[config.mk]
export PLATFORM = sky130hd
export DESIGN_NAME = memory_request_unit_flat
export DESIGN_NICKNAME = d
export VERILOG_FILES = /design/src/rtl/memory_request_if.sv /design/src/rtl/memory_request_unit.sv /design/src/flat_wrapper.sv
export SDC_FILE = /design/constraint.sdc
export NUM_CORES = 1
export LEC_CHECK = 0
export ABC_AREA = 1
export CORE_MARGIN = 1.5
export CORE_UTILIZATION = 40
export CTS_CLUSTER_DIAMETER = 120
export DETAILED_ROUTE_END_ITERATION = 8
export PLACE_DENSITY = 0.73
export SKIP_LAST_GASP = 1
export SLEW_MARGIN = 40
export SYNTH_ARGS = -nofsm -noshare
export SYNTH_HDL_FRONTEND = slang
export SYNTH_SLANG_ARGS = --single-unit
export TNS_END_PERCENT = 30
[constraint.sdc]
create_clock -name CLK -period 1.3 [get_ports CLK]
set_input_delay 0.325 -clock CLK [delete_from_list [all_inputs] [get_ports CLK]]
set_output_delay 0.325 -clock CLK [all_outputs]
set_load 0.01 [all_outputs]
[src/rtl/memory_request_if.sv]
// Handshake/bus bundle between the memory request unit and the caches/decoder.
// MEMORY_REQUEST_PERF_EN adds the instr_count/stall_count performance outputs.
interface memory_request_if #(
  parameter int unsigned WORD_W = 32
);
  logic              ihit;
  logic              dhit;
  logic              dREN_in;
  logic              dWEN_in;
  logic              halt_in;
  logic [WORD_W-1:0] daddr_in;
  logic [WORD_W-1:0] dstore_in;
  logic              imemREN;
  logic              dmemREN;
  logic              dmemWEN;
  logic [WORD_W-1:0] dmemaddr;
  logic [WORD_W-1:0] dmemstore;
  logic              pc_en;
  logic              halted;
  logic              timeout;
  logic              protocol_err;
`ifdef MEMORY_REQUEST_PERF_EN
  logic [31:0]       instr_count;
  logic [31:0]       stall_count;

  modport master (
    input  ihit, dhit, dREN_in, dWEN_in, halt_in, daddr_in, dstore_in,
    output imemREN, dmemREN, dmemWEN, dmemaddr, dmemstore, pc_en, halted, timeout,
           protocol_err, instr_count, stall_count
  );

  modport slave (
    output ihit, dhit, dREN_in, dWEN_in, halt_in, daddr_in, dstore_in,
    input  imemREN, dmemREN, dmemWEN, dmemaddr, dmemstore, pc_en, halted, timeout,
           protocol_err, instr_count, stall_count
  );
`else
  modport master (
    input  ihit, dhit, dREN_in, dWEN_in, halt_in, daddr_in, dstore_in,
    output imemREN, dmemREN, dmemWEN, dmemaddr, dmemstore, pc_en, halted, timeout,
           protocol_err
  );

  modport slave (
    output ihit, dhit, dREN_in, dWEN_in, halt_in, daddr_in, dstore_in,
    input  imemREN, dmemREN, dmemWEN, dmemaddr, dmemstore, pc_en, halted, timeout,
           protocol_err
  );
`endif
endinterface

[src/rtl/memory_request_unit.sv]
// Sequences instruction/data cache requests from decoded load/store/halt, with watchdog.
// Optional MEMORY_REQUEST_PERF_EN adds retired-instruction and stall counters.
module memory_request_unit #(
  parameter int unsigned TIMEOUT_CYCLES = 1024,
  parameter int unsigned WORD_W         = 32
) (
  input logic              CLK,
  input logic              nRST,
  memory_request_if.master bus
);

  localparam int unsigned CntW = $clog2(TIMEOUT_CYCLES) + 1;
  localparam int unsigned TMaxInt = (TIMEOUT_CYCLES == 0) ? 0 : TIMEOUT_CYCLES - 1;
  localparam logic [CntW-1:0] TMax = CntW'(TMaxInt);

  typedef enum logic [1:0] {StFetch, StMem, StHalt} state_e;

  state_e            state_q, state_d;
  logic              ren_q, ren_d;
  logic              wen_q, wen_d;
  logic [WORD_W-1:0] daddr_q, daddr_d;
  logic [WORD_W-1:0] dstore_q, dstore_d;
  logic              imem_ren_q, imem_ren_d;
  logic              dmem_ren_q, dmem_ren_d;
  logic              dmem_wen_q, dmem_wen_d;
  logic              halted_q, halted_d;
  logic              timeout_q, timeout_d;
  logic              perr_q, perr_d;
  logic [CntW-1:0]   wd_cnt_q, wd_cnt_d;
  logic              pc_en;
  logic              waiting;

  always_comb begin
    state_d  = state_q;
    ren_d    = ren_q;
    wen_d    = wen_q;
    daddr_d  = daddr_q;
    dstore_d = dstore_q;
    pc_en    = 1'b0;
    waiting  = 1'b0;

    unique case (state_q)
      StFetch: begin
        if (bus.ihit) begin
          // halt wins over any memory access decoded alongside it
          if (bus.halt_in) begin
            state_d = StHalt;
          end else if (bus.dREN_in || bus.dWEN_in) begin
            state_d  = StMem;
            ren_d    = bus.dREN_in;
            wen_d    = bus.dWEN_in;
            daddr_d  = bus.daddr_in;
            dstore_d = bus.dstore_in;
          end else begin
            pc_en = 1'b1;
          end
        end else begin
          waiting = 1'b1;
        end
      end
      StMem: begin
        if (bus.dhit) begin
          pc_en   = 1'b1;
          ren_d   = 1'b0;
          wen_d   = 1'b0;
          state_d = StFetch;
        end else begin
          waiting = 1'b1;
        end
      end
      StHalt: begin
      end
      default: state_d = StFetch;
    endcase

    perr_d   = (state_q == StFetch) && bus.ihit && bus.dREN_in && bus.dWEN_in;
    halted_d = halted_q || (state_d == StHalt);

    // Request outputs are registered copies of the next-state decode
    imem_ren_d = (state_d == StFetch);
    dmem_ren_d = (state_d == StMem) && ren_d && !wen_d;
    dmem_wen_d = (state_d == StMem) && wen_d;

    timeout_d = timeout_q;
    wd_cnt_d  = '0;
    if (TIMEOUT_CYCLES != 0 && waiting) begin
      if (wd_cnt_q == TMax) begin
        wd_cnt_d  = wd_cnt_q;
        timeout_d = 1'b1;
      end else begin
        wd_cnt_d = wd_cnt_q + 1'b1;
      end
    end
  end

  always_ff @(posedge CLK) begin
    if (!nRST) begin
      state_q    <= StFetch;
      ren_q      <= 1'b0;
      wen_q      <= 1'b0;
      daddr_q    <= '0;
      dstore_q   <= '0;
      imem_ren_q <= 1'b1;
      dmem_ren_q <= 1'b0;
      dmem_wen_q <= 1'b0;
      halted_q   <= 1'b0;
      timeout_q  <= 1'b0;
      perr_q     <= 1'b0;
      wd_cnt_q   <= '0;
    end else begin
      state_q    <= state_d;
      ren_q      <= ren_d;
      wen_q      <= wen_d;
      daddr_q    <= daddr_d;
      dstore_q   <= dstore_d;
      imem_ren_q <= imem_ren_d;
      dmem_ren_q <= dmem_ren_d;
      dmem_wen_q <= dmem_wen_d;
      halted_q   <= halted_d;
      timeout_q  <= timeout_d;
      perr_q     <= perr_d;
      wd_cnt_q   <= wd_cnt_d;
    end
  end

`ifdef MEMORY_REQUEST_PERF_EN
  logic [31:0] instr_q, stall_q;

  always_ff @(posedge CLK) begin
    if (!nRST) begin
      instr_q <= '0;
      stall_q <= '0;
    end else begin
      if (pc_en) begin
        instr_q <= instr_q + 32'd1;
      end
      if ((state_q == StFetch || state_q == StMem) && !pc_en) begin
        stall_q <= stall_q + 32'd1;
      end
    end
  end

  assign bus.instr_count = instr_q;
  assign bus.stall_count = stall_q;
`endif

  assign bus.imemREN      = imem_ren_q;
  assign bus.dmemREN      = dmem_ren_q;
  assign bus.dmemWEN      = dmem_wen_q;
  assign bus.dmemaddr     = daddr_q;
  assign bus.dmemstore    = dstore_q;
  assign bus.pc_en        = pc_en;
  assign bus.halted       = halted_q;
  assign bus.timeout      = timeout_q;
  assign bus.protocol_err = perr_q;

endmodule

[src/flat_wrapper.sv]
// flat-port wrapper written by rule: the top's interface ports become plain ports
module memory_request_unit_flat 
#(
  parameter int unsigned TIMEOUT_CYCLES = 1024,
  parameter int unsigned WORD_W         = 32
)
  (CLK, nRST, bus_ihit, bus_dhit, bus_dREN_in, bus_dWEN_in, bus_halt_in, bus_daddr_in, bus_dstore_in, bus_imemREN, bus_dmemREN, bus_dmemWEN, bus_dmemaddr, bus_dmemstore, bus_pc_en, bus_halted, bus_timeout, bus_protocol_err);
  memory_request_if #(.WORD_W(WORD_W)) bus_i ();
  input logic CLK;
  input logic nRST;
  input wire logic [$bits(bus_i.ihit)-1:0] bus_ihit;
  input wire logic [$bits(bus_i.dhit)-1:0] bus_dhit;
  input wire logic [$bits(bus_i.dREN_in)-1:0] bus_dREN_in;
  input wire logic [$bits(bus_i.dWEN_in)-1:0] bus_dWEN_in;
  input wire logic [$bits(bus_i.halt_in)-1:0] bus_halt_in;
  input wire logic [$bits(bus_i.daddr_in)-1:0] bus_daddr_in;
  input wire logic [$bits(bus_i.dstore_in)-1:0] bus_dstore_in;
  output wire logic [$bits(bus_i.imemREN)-1:0] bus_imemREN;
  output wire logic [$bits(bus_i.dmemREN)-1:0] bus_dmemREN;
  output wire logic [$bits(bus_i.dmemWEN)-1:0] bus_dmemWEN;
  output wire logic [$bits(bus_i.dmemaddr)-1:0] bus_dmemaddr;
  output wire logic [$bits(bus_i.dmemstore)-1:0] bus_dmemstore;
  output wire logic [$bits(bus_i.pc_en)-1:0] bus_pc_en;
  output wire logic [$bits(bus_i.halted)-1:0] bus_halted;
  output wire logic [$bits(bus_i.timeout)-1:0] bus_timeout;
  output wire logic [$bits(bus_i.protocol_err)-1:0] bus_protocol_err;
  assign bus_i.ihit = bus_ihit;
  assign bus_i.dhit = bus_dhit;
  assign bus_i.dREN_in = bus_dREN_in;
  assign bus_i.dWEN_in = bus_dWEN_in;
  assign bus_i.halt_in = bus_halt_in;
  assign bus_i.daddr_in = bus_daddr_in;
  assign bus_i.dstore_in = bus_dstore_in;
  assign bus_imemREN = bus_i.imemREN;
  assign bus_dmemREN = bus_i.dmemREN;
  assign bus_dmemWEN = bus_i.dmemWEN;
  assign bus_dmemaddr = bus_i.dmemaddr;
  assign bus_dmemstore = bus_i.dmemstore;
  assign bus_pc_en = bus_i.pc_en;
  assign bus_halted = bus_i.halted;
  assign bus_timeout = bus_i.timeout;
  assign bus_protocol_err = bus_i.protocol_err;
  memory_request_unit #(.TIMEOUT_CYCLES(TIMEOUT_CYCLES), .WORD_W(WORD_W)) u_core (.CLK(CLK), .nRST(nRST), .bus(bus_i));
endmodule
== Yosys cells after proc, flatten, opt, wreduce, memory -nomap -nowiden ==
Cells that the tools add are included.
Cells by class
  bitwise gates (word level): 1
  eq/ne operators: 5
  mux-type cells: 23
  reductions and logical operators: 14
  $add $sub $neg: 1
Operator list (count)
  1-bit two-way mux: 14
  11-bit by 1-bit adder with 11-bit output (second input constant): 1
  11-bit by 10-bit equality test with 1-bit output (second input constant): 1
  2-bit two-way mux: 4
  1-bit one-hot mux with 2 select lines: 4
  1-bit logical AND: 6
  2-bit one-hot mux with 3 select lines: 1
  2-bit by 1-bit equality test with 1-bit output (second input constant): 2
  2-bit equality test (second input constant): 2
  2-bit zero test: 2
  2-bit AND reduction: 2
  4-bit AND reduction: 1
  1-bit logical OR: 2
  1-bit zero test: 1
  1-bit NOT: 1
Word-level totals
  bits of input ports: 71
  output and inout bits: 71
  register bits after elaboration: 85

== Longest topological paths before layout ==
  word-level depth: 8
  depth in mapped cells: 9
  depth with buffers taken out: 8

== Worst setup path after synthesis ==
No wires, ideal clock.
  path kind: flip-flop to flip-flop
  start point: reg u_core.wd_cnt_q[0]
  end point: reg u_core.wd_cnt_q[0]
  library setup time: 0.120 ns
  slack: 0.104 ns
  data arrival time: 1.075 ns
  data required time: 1.180 ns
  buffers on the path: 0
  cell stages (with the launch flop): 7
  path through: dfxtp_1 ha_1 nand2_1 nor2_2 nand3_2 nand2_1 a21oi_1
On the way
  word-level cells in the longest chain between the ends: 1
RTL lines
  start: declaration: RTL line memory_request_unit.sv:29  | logic [CntW-1:0] wd_cnt_q, wd_cnt_d;
  start signal: assignment: RTL line memory_request_unit.sv:122  | wd_cnt_q <= wd_cnt_d;
  11-bit by 1-bit adder with 11-bit output / 11-bit by 10-bit equality test with 1-bit output (equally long branches): RTL line memory_request_unit.sv:91, memory_request_unit.sv:87
Parallel ways exist; a longest one is shown, timed or not.
A chain may end at the register's enable or synchronous reset.

== Worst setup path in the final report ==
  start point: reg u_core.state_q[1]
  end point: reg u_core.daddr_q[15] (netlist: u_core.bus.dmemaddr[15])
On the way
  word-level cells in the longest chain between the ends: 2
RTL lines
  start: declaration: RTL line memory_request_unit.sv:18  | state_e state_q, state_d;
  start signal: assignment: RTL line memory_request_unit.sv:98  | state_q <= StFetch;
  start signal: assignment: RTL line memory_request_unit.sv:111  | state_q <= state_d;
  2-bit zero test: RTL line memory_request_unit.sv:42  | unique case (state_q)
  4-bit AND reduction (no source line)
  end signal: assignment: RTL line memory_request_unit.sv:114  | daddr_q <= daddr_d;
  end: declaration: RTL line memory_request_unit.sv:21  | logic [WORD_W-1:0] daddr_q, daddr_d;
No other way between the ends.

==> results summary <==
In the layout the commonest cells are 87 x nand2_1, 83 x dfxtp_1, 65 x clkdlybuf4s50_1. Of the cells placed in the final design, the portion with a size suffix greater than 1 is 0.3681. Synthesis produced a netlist with a net count of 491.

The pin count of the biggest net entering global routing is 45. The die width came out at 102.6 um. The total wire length is ~11,000 um. The placed cell area came out at 5570 um2. The count of unique library cells instantiated by Yosys is 28.

The post-route cell area is 6384 um2. The power per unit of standard cell area is 1009 nW/um2. The via count of the first global-routing pass is 3,409. The kind of critical path is flip-flop to flip-flop. The cell area after synthesis came out at 3969 um2.

For this run, the number of Yosys warnings is 0. The arrival time reported for the critical path endpoint came out at around 1.7 ns. The maximum resistive drop on vdd came out at approximately 0.55 mV. The floorplan step defined a die boundary enclosing 10,530 um2. The average vias per placed instance is ~4.9. Setup violations remaining at the end of the flow were counted as 77.

The fraction of synthesized area in multiplexers came out at 0. The smallest setup slack after layout came out at -0.1476 ns. The max-slew violation count came out at 0.

142 I/O pins were placed. The final number of hold-violating endpoints was 0. The clock root buffer is clkbuf_8. The number of design rule violations left after detail routing came out at 0.

At the pin with the least slew margin, the transition time is 0.3667 ns. After synthesis, the largest family of logic cells by area is simple AND/OR/NAND/NOR gates. Across the run, the number of max-cap violations was 0.

The maximum number of buffers from clock root to sink is 2. The remaining max-slew budget at the tightest pin came out at 0.7549. The most used flip-flop cell after synthesis is dfxtp_1. In the global route stage, overall resource usage came out at 0.1840. The XOR/XNOR share of the synthesized area is 0.002207. The worst setup path is launched from a flip-flop. The antenna diode count is 0. The detailed router finished its first iteration with 134 violations. The post-detailed-route wirelength per cell is 15.72 um. The top-area cell type share of the netlist area came out at 0.4288.

Summed over all nets, the half-perimeter wirelength after detailed placement is 6725 um. The run finished, with violations left. The starting utilization of the core area came out at 0.4098.

The largest total area in the synthesized netlist belongs to dfxtp_1. The count of antenna-violating nets left after detailed routing came out at 0. Adding up every negative setup slack in the final design gives -4.850 ns. The congestion estimate from routability-driven global placement came to 0.8570. The compound-cell area share of the yosys netlist came out at 0.1642.

The placement row count came out at 36. The final critical delay including setup and external delays is around 1.4 ns. The mean cell area of the mapped netlist came out at roughly 9.5 um2.

The final setup skew came out at 0.01081 ns. The first detailed-routing pass took 4 iterations. The via count of the routed design came out at 3,566.

The final core utilization is 0.6592. The die height came out at 102.6 um. STA classifies the critical path endpoint as a flip-flop.

TritonCTS built the clock tree. The leakage dissipation is 2.755 nW. The depth of the CTS H-tree came out at 3. Along the worst path, the maximum fanout reaches 20. The number of non-filler instances in the completed layout came out at around 730. The share of flip-flops with an asynchronous set or reset is 0. The worst hold-check path type is primary input to flip-flop. The layout has just under 800 filler cells. The number of sinks on the clock net is 85.

Dividing the final minimum period by the clock period gives 1.114. The number of antenna violations at the first check in global routing came out at 0. The flip-flop and latch count after synthesis came out at 85. The checks that failed: negative setup slack.

The wire length of the first global-routing pass came out at 15,610 um. The portion of the post-synthesis area used by sequential elements is 0.4288. STA puts the critical path data required time at 1.58 ns. Clock-pin slew was measured on the worst setup and hold paths at around 0.09 ns. The adder and majority cell fraction of the synthesized area came out at 0.003153. The number of nets in the layout came out at about 660. The insertion delay of the later-clocked pin in the worst-skew pair came out at 0.35 ns. The number of buffers added on ports came out at 141. Leaving out fill and tap cells, the most frequent cell in the layout is nand2_1. The TritonCTS buffer count came out at 9. Synthesis produced a netlist whose cell count is 419.

The post-synthesis simple-gate area fraction is 0.3045. The floorplan step defined a core boundary enclosing between 9000 and 10,000 um2. Setup repair after global routing could not meet its margin everywhere. Derived from the worst setup path, the maximum achievable clock frequency is 0.6908 GHz. The area growth from synthesis to layout is 60.84%. The number of enable flip-flop cells after synthesis came out at 0. After detailed placement, the design holds a cell count of 695. For this run the aggregate overflow at the end of global routing stands at 0. By area the synthesized netlist is led by dfxtp_1 43%, nand3_2 15%, a21oi_2 13%.
[metrics by stage]
step	hold slack, ns	power, mW	setup WS [ns]
2_1_floorplan	0.4336	3.397	0.1043
3_3_place_gp	0.4422	3.910	-0.7659
3_5_place_dp	0.4551	3.924	-0.7549
4_1_cts	0.4697	6.248	-0.2683
5_1_grt	0.4677	6.701	-0.1852
6_report	0.4414	6.442	-0.1476
[worst max-delay path, cell delays in order, from the launching register on]
cell	delay (ns)
dfxtp_2	0.34
buf_6	0.12
nor2_4	0.18
buf_6	0.13
buf_12	0.13
clkbuf_16	0.22
nand3_2	0.10
a21oi_2	0.15
[flip-flops by register name, indices dropped and copies added (netlist names)]
register                 cells
u_core.bus.protocol_err      1
u_core.state_q               2
u_core.wd_cnt_q             11
u_core.bus.timeout           1
u_core.bus.dmemWEN           1
u_core.wen_q                 1
u_core.bus.imemREN           1
u_core.bus.dmemaddr         32
u_core.bus.dmemREN           1
u_core.ren_q                 1
u_core.bus.dmemstore        32
u_core.bus.halted            1
[cell type report]
class | instances | area (um2) | share of cell area
timing repair buffer | 188 | 2143 | 0.3358
multi-input combinational | 286 | 2034 | 0.3187
sequential | 85 | 1704 | 0.2670
tap | 133 | 166.4 | 0.02607
clock buffer | 11 | 151.4 | 0.02372
clock inverter | 5 | 106.4 | 0.01666
inverter | 20 | 77.57 | 0.01215
[timing repair]
action	4_1_cts	5_1_grt
setup buffers	2	3
resized for setup	95	71
pin swaps	2	16
hold buffers	0	0
gates cloned	0	13
endpoints found under the setup margin	147	139
[kinds of logic after synthesis]
family / count (synthesis)
AND/OR/NAND/NOR: 199
flip-flops: 85
AO/OA/AOI/OAI: 84
buffers and inverters: 49
XOR/XNOR: 1
adder cells (fa/ha/maj): 1
[synthesized netlist by cell type, types with 2 or more instances]
| library cell | n |
|---|---|
| dfxtp_1 | 85 |
| nand3_1 | 12 |
| o21ai_1 | 3 |
| a31oi_1 | 3 |
| nand3b_1 | 2 |
| a21oi_1 | 13 |
| nand4_1 | 4 |
| nor2_2 | 3 |
| inv_1 | 17 |
| buf_4 | 5 |
| inv_2 | 3 |
| o21ai_0 | 4 |
| buf_12 | 7 |
| a21oi_2 | 60 |
| nand3_2 | 61 |
| nand2_1 | 96 |
| clkbuf_1 | 7 |
| buf_6 | 9 |
| nor2_1 | 12 |
| nor2_4 | 3 |
| nand2_2 | 3 |
[per-layer routing]
metal / vias to the layer above / part of all wire / routed length (um) / GRT usage
met4: 0 / 0.010 / 120 / 0.06112
met2: 119 / 0.49 / 5552 / 0.3107
met5: - / 0 / 0 / 0
met1: 1699 / 0.44 / 5011 / 0.2255
met3: 10 / 0.066 / 759 / 0.05288
li1: 1738 / - / - / -
[power breakdown]
part,switching (mW),internal [mW],total [mW]
clock,0.975,1.39,2.36
sequential,0.0587,2.71,2.77
combinational,0.636,0.680,1.32
total,1.67,4.77,6.44
[path summary, 6_finish.rpt]
path	cells after the start	endpoint	slack, ns	startpoint
min reg2reg	2	u_core.bus.dmemstore[13]	0.46	u_core.bus.dmemstore[13]
max	7	u_core.bus.dmemaddr[15]	-0.15	u_core.state_q[1]
max reg2reg	7	u_core.bus.dmemaddr[15]	-0.15	u_core.state_q[1]
min	4	u_core.bus.protocol_err	0.44	bus_dREN_in
No activity file was read; power rests on OpenSTA's default activity.
==> variant: new RTL, config.mk and constraints unchanged <==
`WORD_W` is set to 32 in 3 places; all go to 48.
--- a/src/rtl/memory_request_if.sv
+++ b/src/rtl/memory_request_if.sv
@@ -2,5 +2,5 @@
 // MEMORY_REQUEST_PERF_EN adds the instr_count/stall_count performance outputs.
 interface memory_request_if #(
-  parameter int unsigned WORD_W = 32
+  parameter int unsigned WORD_W = 48
 );
   logic              ihit;
--- a/src/rtl/memory_request_unit.sv
+++ b/src/rtl/memory_request_unit.sv
@@ -3,5 +3,5 @@
 module memory_request_unit #(
   parameter int unsigned TIMEOUT_CYCLES = 1024,
-  parameter int unsigned WORD_W         = 32
+  parameter int unsigned WORD_W         = 48
 ) (
   input logic              CLK,
--- a/src/flat_wrapper.sv
+++ b/src/flat_wrapper.sv
@@ -3,5 +3,5 @@
 #(
   parameter int unsigned TIMEOUT_CYCLES = 1024,
-  parameter int unsigned WORD_W         = 32
+  parameter int unsigned WORD_W         = 48
 )
   (CLK, nRST, bus_ihit, bus_dhit, bus_dREN_in, bus_dWEN_in, bus_halt_in, bus_daddr_in, bus_dstore_in, bus_imemREN, bus_dmemREN, bus_dmemWEN, bus_dmemaddr, bus_dmemstore, bus_pc_en, bus_halted, bus_timeout, bus_protocol_err);
Ports: changed (resized bus_daddr_in, bus_dmemaddr, bus_dmemstore and bus_dstore_in); port bits go from 142 to 206. The function was not compared with the original's and may differ.
==> variant against the unedited design <==
  * The run still ends with setup timing left
  * Design area increased by 36%
  * Sequential cell count increased by 32
  * Setup slack got worse by 200 ps
  * Count of clock-buffer cells in the layout increased by 13
  * Synthesized area increased by 10%
  * Largest power group is now the clock network
  * Power increased by 63%
  * Die area increased by 10%
  * Routed wire length increased by 56%
==> variant: results (changes against the unedited design) <==
| Metric | Value |
|---|---|
| Met2 usage | 39.9% (+8.8 points) |
| Number of post-CTS setup repair buffers | 3 (+1) |
| GRT Total Usage | 23.3% (+4.9 points) |
| Syn Area/Cell | 7.79 um^2 (-18%) |
| Final WL | 17900 um (+56%) |
| WL met3 | 1570 um (+110%) |
| Status | finished, violations left |
| Fraction of layout cells with a size suffix above 1 | 40.9% (+4.1 points) |
| Arr. time, crit path | 2030 ps (+300 ps) |
| DP Area | 6730 um^2 (+21%) |
| Peak VDD IR | 914 uV (+65%) |
| First-pass GRT wire length | 21300 um (+37%) |
| Post-synthesis sequential area ratio | 53.4% (+11 points) |
| Pre-CTS WS | -805 ps (-50.6 ps) |
| M3 GR Usage | 9.87% (+4.6 points) |
| Vias in the first global route | 4623 (+36%) |
| WL met2 | 9090 um (+64%) |
| PnR worst setup slack | -344 ps (-197 ps) |
| M1 GR Usage | 26.3% (+3.7 points) |
| Setup violators final | 187 (+140%) |
| Synth cell types | 21 (-25%) |
| Vias | 5016 (+41%) |
| CTS resizes | 415 (+340%) |
| Synth Net Count | 667 (+36%) |
| Worst-path clk slew | 60 ps (-30 ps) |
| Pin count of the biggest net entering global routing | 72 (+60%) |
| DR iter-0 viols | 349 (+160%) |
| Top cells by area, synth | dfxtp_1, nand3_1, nand2_1 |
| Syn-to-layout area delta | 97.4% |
| CTS Buf Count | 17 (+8) |
| Failing checks | setup timing |
| DRT met1 WL | 6800 um (+36%) |
-- variant: changes by cell type after synthesis, moves of 3 or more --
cell	unedited run	this run
nand3_2	61	0
nor2_1	12	18
nand2_1	96	138
dfxtp_1	85	117
buf_2	1	19
clkbuf_1	7	17
a31oi_1	3	0
o21ai_1	3	0
buf_6	9	0
buf_12	7	0
a21oi_2	60	1
nand3_1	12	109
a21oi_1	13	103
-- variant: worst paths after layout --
check                                              from                       end  cells past startpoint
worst min register to register  u_core.bus.dmemaddr[43]   u_core.bus.dmemaddr[43]                      2
worst min-delay path                  bus_dstore_in[19]  u_core.bus.dmemstore[19]                      3
worst max register to register        u_core.state_q[0]  u_core.bus.dmemstore[34]                     10
worst max-delay path                  u_core.state_q[0]  u_core.bus.dmemstore[34]                     10
-- variant: cells by family (layout without fill, tap and decap cells) --
family / count (synthesis) / after routing / share of synthesized area, %
compound gates: 108 / 108 / 12.4
xor+xnor: 4 / 4 / 0.799
fa+ha+maj: 1 / 1 / 0.285
buf+inv: 61 / 318 / 6.02
flops: 117 / 117 / 53.4
simple gates: 272 / 274 / 27.1
-- variant: where the power goes --
group / switching, uW / internal, uW
sequential: 132 / 3760
combinational: 835 / 993
clock: 1610 / 3170
-- variant: final cells by class --
cell class / count / area share (%)
multi-input combinational: 387 / 27.6
timing repair buffer: 265 / 34.4
clock buffer: 24 / 5.67
sequential: 117 / 28.0
tap: 140 / 2.02
clock inverter: 8 / 1.39
inverter: 21 / 0.911
-- variant: worst max-delay path, stage by stage, from the launching register on --
cell	delay (ps)
dfxtp_2	340
buf_4	130
buf_6	110
buf_6	110
nor2_4	180
buf_8	180
buf_12	120
nand2_8	60
buf_12	160
nand2_2	60
a21oi_1	60
